## config.mk

```make
export PLATFORM = sky130hd
export DESIGN_NAME = serial_subtractor
export DESIGN_NICKNAME = d
export VERILOG_FILES = /design/src/rtl/serial_subtractor.sv
export SDC_FILE = /design/constraint.sdc
export NUM_CORES = 1
export LEC_CHECK = 0
export ABC_AREA = 0
export BUFFER_PORTS_ARGS = -buffer_cell sky130_fd_sc_hd__buf_2
export CORE_UTILIZATION = 25
export CTS_BUF_LIST = sky130_fd_sc_hd__clkbuf_16
export DETAILED_ROUTE_END_ITERATION = 8
export MAX_ROUTING_LAYER = met4
export SKIP_CTS_REPAIR_TIMING = 1
export SLEW_MARGIN = 20
export SYNTH_ARGS = -nofsm -noshare
export SYNTH_HDL_FRONTEND = slang
export SYNTH_SLANG_ARGS = --single-unit
```

## constraint.sdc

```tcl
create_clock -name clk -period 1.95 [get_ports clk]
set_clock_uncertainty 0.15 [all_clocks]
set_input_delay 0.0975 -clock clk [delete_from_list [all_inputs] [get_ports clk]]
set_output_delay 0.0975 -clock clk [all_outputs]
set_load 0.005 [all_outputs]
```

## src/rtl/serial_subtractor.sv

```systemverilog
// serial_subtractor: sequences WIDTH-bit operands LSB-first through an external
// full-subtractor cell, carrying the borrow between bits and collecting the result.
module serial_subtractor #(
   parameter int WIDTH = 8
) (
   input  logic             clk,
   input  logic             rst_n,
   input  logic             start,
   input  logic [WIDTH-1:0] minuend,
   input  logic [WIDTH-1:0] subtrahend,
   output logic             busy,
   output logic             done,
   output logic [WIDTH-1:0] difference,
   output logic             borrow_out,
   output logic             fs_minuend,
   output logic             fs_subtrahend,
   output logic             fs_carry_in,
   input  logic             fs_difference,
   input  logic             fs_borrow
);
   localparam int CW = $clog2(WIDTH + 1);
   localparam logic [CW-1:0] LAST = CW'(WIDTH - 1);
   typedef enum logic [1:0] {IDLE, SHIFT, DONE} state_t;
   state_t           r_state;
   logic [WIDTH-1:0] r_a, r_b, r_r, r_diff;
   logic [CW-1:0]    r_cnt;
   logic             r_brw, r_bout, r_busy, r_done;
   logic [WIDTH-1:0] w_r_next;
   logic             w_shift;
   assign w_r_next      = {fs_difference, r_r[WIDTH-1:1]};
   assign w_shift       = (r_state == SHIFT);
   assign fs_minuend    = w_shift & r_a[0];
   assign fs_subtrahend = w_shift & r_b[0];
   assign fs_carry_in   = w_shift & r_brw;
   assign busy          = r_busy;
   assign done          = r_done;
   assign difference    = r_diff;
   assign borrow_out    = r_bout;
   always_ff @(posedge clk or negedge rst_n) begin
      if (!rst_n) begin
         r_state <= IDLE;
         r_a     <= '0;
         r_b     <= '0;
         r_r     <= '0;
         r_diff  <= '0;
         r_cnt   <= '0;
         r_brw   <= 1'b0;
         r_bout  <= 1'b0;
         r_busy  <= 1'b0;
         r_done  <= 1'b0;
      end else begin
         case (r_state)
            IDLE: if (start) begin
               r_a     <= minuend;
               r_b     <= subtrahend;
               r_brw   <= 1'b0;
               r_cnt   <= '0;
               r_busy  <= 1'b1;
               r_state <= SHIFT;
            end
            SHIFT: begin
               r_r   <= w_r_next;
               r_brw <= fs_borrow;
               r_a   <= r_a >> 1;
               r_b   <= r_b >> 1;
               r_cnt <= r_cnt + 1'b1;
               // result and borrow are published only when the last bit lands
               if (r_cnt == LAST) begin
                  r_diff  <= w_r_next;
                  r_bout  <= fs_borrow;
                  r_done  <= 1'b1;
                  r_state <= DONE;
               end
            end
            DONE: begin
               r_done  <= 1'b0;
               r_busy  <= 1'b0;
               r_state <= IDLE;
            end
            default: r_state <= IDLE;
         endcase
      end
   end
endmodule

```

# Word level (Yosys, flattened, before mapping)
# Index checks and enable logic that the tools add are counted.
[word_totals]
reg_bits = 42
inputBits = 21
out_inout_bits = 14
wordCells = 43
[classes]
n_addsub = 1
eq_ne = 5
mux = 15
bitwise = 3
n_reduce_logical = 9
[ops]
columns = ["operator", "count"]
rows = [
  ["8-bit case mux with 2 select lines", 2],
  ["8-bit two-way mux", 2],
  ["2-bit AND reduction", 5],
  ["4-bit case mux with 2 select lines", 1],
  ["1-bit case mux with 2 select lines", 3],
  ["2-bit nonzero test", 3],
  ["4-bit by 1-bit adder with 4-bit output (second input constant)", 1],
  ["4-bit by 3-bit == test with 1-bit output (second input constant)", 1],
  ["2-bit two-way mux", 2],
  ["4-bit two-way mux", 1],
  ["2-bit case mux with 2 select lines", 1],
  ["1-bit bitwise AND", 3],
  ["1-bit two-way mux", 3],
  ["2-bit by 1-bit == test with 1-bit output (second input constant)", 1],
  ["2-bit == test (second input constant)", 1],
  ["2-bit logical NOT", 1],
  ["2-bit by 1-bit inequality test with 1-bit output (second input constant)", 1],
  ["2-bit inequality test (second input constant)", 1],
]

# Logic depth before layout (Yosys ltp)
[logic_depth]
depth_word = 3
mapped_depth = 5
mapped_depth_nobuf = 4

# Worst setup path before layout
# OpenSTA, ideal clock, no wires.
[synth_timing]
path_kind = "register to register"
startpoint = "register r_state[1]"
endpoint = "register r_bout, in the netlist borrow_out"
setup_ns = 0.125
arrival_ns = 1.302
required_ns = 1.675
setup_slack_ns = 0.373
stages_incl_launch_ff = 6
n_path_buf = 2
synth_period_minus_slack_ns = 1.577
cell_sequence = "dfrtp_1 -> nand2b_4 -> buf_6 -> nor3_4 -> buf_6 -> mux2_4"
[synth_via]
elab_chain_len = 2
[synth_rtl]
columns = ["element", "line_no", "source"]
rows = [
  ["start, declared", "24", "state_t r_state;"],
  ["start signal, assigned", "41", "r_state <= IDLE;"],
  ["start signal, assigned", "59", "r_state <= SHIFT;"],
  ["start signal, assigned", "72", "r_state <= DONE;"],
  ["2-bit by 1-bit == test with 1-bit output", "52", "case (r_state)"],
  ["2-bit AND reduction (no source line)", "--", ""],
  ["end signal, assigned", "70", "r_bout <= fs_borrow;"],
  ["end, declared", "27", "logic r_brw, r_bout, r_busy, r_done;"],
]
# Every way passes these cells.
# A chain may end at the register's enable or synchronous reset.

# Worst setup path after layout
[layout_timing]
startpoint = "register r_state[0]"
endpoint = "output fs_minuend"
[layout_via]
elab_chain_len = 2
[layout_rtl]
columns = ["element", "line_no", "source"]
rows = [
  ["2-bit by 1-bit == test with 1-bit output", "31", "assign w_shift = (r_state == SHIFT);"],
  ["1-bit bitwise AND", "32", "assign fs_minuend = w_shift & r_a[0];"],
  ["end, declared", "15", "output logic fs_minuend,"],
]
# Every way passes these cells.

==> impl_summary.txt <==
----------------------------------------------------
[Placement]
  Pre-CTS setup slack ... 287.6 ps
  Port Buf Inserts ... 34
  Placement Cell Area ... 2115 um2
  Final weighted congestion in routability-driven placement ... 0.7130
  Final HPWL from detailed placement ... 2532 um

[Pwr]
  Power density of the placed cells ... 1533 nW/um2
  PnR Total Power ... 0.003569 W
  Leakage ... 1.041 nW
  Worst-case vdd ir drop ... 0.4877 mV

[Min path]
  Terminating pin of the worst hold path ... r_b[7]
  Hold/Removal Path Class ... in2reg
  Worst hold path depth ... 3
  Hold path startpoint ... subtrahend[7]

[STA]
  Total negative setup slack ... 0 ps
  Worst slew margin relative to its limit ... 0.6536
  Final Hold Vio Count ... 8
  Final period utilization ... 0.8741
  Unrepaired setup endpoints after global routing ... no
  Worst-case hold slack ... -36.44 ps
  Final period demand of the worst path ... 1705 ps
  Final setup fails ... 0
  Tightest Pin Transition ... 519.7 ps
  Achievable Freq ... 586.7 MHz
  Least setup slack across all paths after layout ... 245.4 ps
  Pins Over Slew Limit ... 0

[Logic synthesis]
  Cell with the most instances after synthesis ... dfrtp_1
  Count of unique library cells instantiated by Yosys ... 24
  Biggest area consumer among synthesized cells ... dfrtp_1
  Post-Synth Adder-Cell Area ... 0.006845
  Post-synth top flop ... dfrtp_1
  Most frequent cells after synthesis ... dfrtp_1, nand2_1, o21ai_0, and2_1, a31oi_1
  Synthesis-stage register bit count ... 41
  Area fraction of the dominant cell type after synthesis ... 0.5613
  Count of synthesis-stage warnings from yosys ... 0
  Ranking of synthesized cells by area ... dfrtp_1, mux2_4, and2_1, o21ai_0, mux2_2
  Dominant combinational cell family by area after synthesis ... simple AND/OR/NAND/NOR gates
  Post-synth design cell area ... 1828 um2
  Sequential element share of the synthesized area ... 0.5613
  Compound-Gate Fraction of Synth Area ... 0.1287
  Mean cell area of the mapped netlist ... 11.28 um2
  Syn nets ... 184
  Async set or reset register ratio after synthesis ... 1.000
  Share of synthesized area spent on multiplexers ... 0.1205
  Simple-gate portion of the synthesized area ... 0.1458
  Cells after synthesis ... 162
  Number of flops mapped to enable cells by yosys ... 0
  Synth Area in XOR/XNOR ... 0

[Status]
  Run status ... finished, violations left
  Violations in the final reports ... negative hold slack

[Clock tree]
  Clock latency at the later pin of the worst-skew pair ... 280 ps
  H-tree levels ... 2
  Clock sinks ... 41
  Clock tree from TritonCTS ... built
  CTS buffer count ... 5
  Maximum number of buffers from clock root to sink ... 2
  Reg clk slew, reported paths ... 60 ps
  Library cell used as clock root buffer ... clkbuf_16

[Floorplan]
  Standard-cell rows ... 30
  Total core area ... 6944 um2
  Initial core utilization ... 0.2632
  Overall die area ... 7658 um2
  Die Width ... 87.51 um
  Y dimension of the die ... 87.51 um
  Number of primary I/O pins ... 35

[Layout]
  Nets@finish ... 229
  Final cell utilization of the core ... 0.3351
  Layout area overhead ... 27.31%
  Number of antenna repair diodes ... 0
  Share of final-layout standard cells stronger than drive strength 1 ... 0.3317
  Cell area after layout ... 2327 um2

[Global routing]
  Vias in the first global route ... 1326
  Number of antenna violations at the first check in global routing ... 0
  Overall global routing resource usage ... 0.1135
  Leftover overflow at the end of global routing ... 0
  Global-route wire length before repair ... 6334 um
  Largest net degree at the start of global routing ... 42

[Routing]
  Routed vias ... 1318
  Avg Vias per Cell ... 4.336
  Detailed Route WL ... 3821 um
  Detail-routed net length per standard cell ... 12.57 um
  DRC violations left ... 0
  Count of routing violations after the opening detailed-route iteration ... 122
  TritonRoute pass-1 iters ... 4
  Remaining number of nets flagged by the antenna check after routing ... 0

[Job]
  Max Cap Violations ... 0

[Critical path]
  Data arrival, critical path ... 1460 ps
  Crit Reg-Reg Startpoint ... r_cnt[0]
  Flop-to-flop setup slack ... 290 ps
  Worst-path fanout max ... 20
  Reg2Reg Depth ... 5
  Critical path launch point type ... flip-flop
  Slowest-stage cell, CP ... dfrtp_1
  Number of buffers and inverters on the critical path ... 3
  CP Class ... reg2out
  Worst Setup End Kind ... output pin
  Delay of the slowest cell on the worst path ... 380 ps
  Capture instance of the worst register-to-register path ... difference[0]
  Endpoint required time on the critical path ... 1700 ps
  Cell-by-cell listing of the critical path ... buf_4 > inv_2 > nor2_1 > and2_1 > buf_2
  CP delay by family, top ... simple AND/OR/NAND/NOR gates

----------------------------------------------------
worst reg2reg max path: cells and delay by family (launching register included):
family | cells | cell delay, ps
flip-flops | 1 | 380
multiplexers | 1 | 350
buffers and inverters | 1 | 240
AND/OR/NAND/NOR | 2 | 230
adder cells (fa/ha/maj) | 1 | 200
how the worst max path moves through the flow:
stage          startpoint            end  slack (ps)  cells past startpoint
6_report       r_state[0]     fs_minuend         250                      5
5_1_grt        r_state[0]    fs_carry_in          90                      5
4_1_cts        r_state[0]     fs_minuend         210                      5
3_5_place_dp     r_cnt[0]  difference[0]         290                      5
3_3_place_gp     r_cnt[0]  difference[0]         320                      5
2_1_floorplan  r_state[1]     borrow_out         370                      5
routing by layer:
layer	track usage	share of wire	routed length, um	vias up
li1	-	-	-	649
met1	0.1447	0.48	1837	642
met2	0.1669	0.46	1766	22
met3	0.02749	0.042	161	5
met4	0.05812	0.015	56	0
met5	-	0	0	-
layout make-up:
| class | count | area (um2) |
|---|---|---|
| well taps | 96 | 120.1 |
| repair buffers | 49 | 300.3 |
| fillers | 710 | 4617 |
| flip-flops and latches | 41 | 1026 |
| clock buffers | 5 | 125.1 |
| inverters | 1 | 3.754 |
| clock inverters | 3 | 17.52 |
| multi-input cells | 109 | 734.5 |
layout by cell type (no fill, tap or decap):
cell type / instances
dfrtp_1: 41
buf_2: 34
nand2_1: 21
o21ai_0: 18
and2_1: 17
a31oi_1: 14
mux2_4: 8
mux2_2: 8
buf_4: 8
dlygate4sd3_1: 7
a21oi_1: 5
clkbuf_16: 5
nor2_1: 3
nand3_1: 3
nor2b_1: 3
a22o_1: 2
clkinv_2: 2
inv_2: 1
o21bai_1: 1
nand2b_4: 1
nor3_4: 1
or3_1: 1
a21o_1: 1
mux2i_1: 1
ha_1: 1
clkinvlp_4: 1
power breakdown:
group / internal, W / switching (W)
clock network: 0.000468 / 0.000315
logic: 0.000714 / 0.000624
registers: 0.00123 / 0.000222
through the flow:
step	instances	hold WS (ps)
after floorplan	162	-348.1
after global placement	289	57.59
after detailed placement	289	57.58
after CTS	297	-239.8
after global routing	304	14.52
final	304	-36.44
cells by family (layout without fill, tap and decap cells):
kind of cell             after synthesis  after routing
AO/OA/AOI/OAI                         41             41
adder cells (fa/ha/maj)                1              1
buffers and inverters                 12             58
flip-flops                            41             41
multiplexers                          17             17
AND/OR/NAND/NOR                       50             50
flip-flops by register name, indices dropped and copies added, names as in the netlist:
| signal | cells |
|---|---|
| difference | 8 |
| r_a | 8 |
| r_b | 8 |
| r_r | 7 |
| r_cnt | 4 |
| r_state | 2 |
| borrow_out | 1 |
| busy | 1 |
| done | 1 |
| r_brw | 1 |
(Power assumes the default switching activity.)
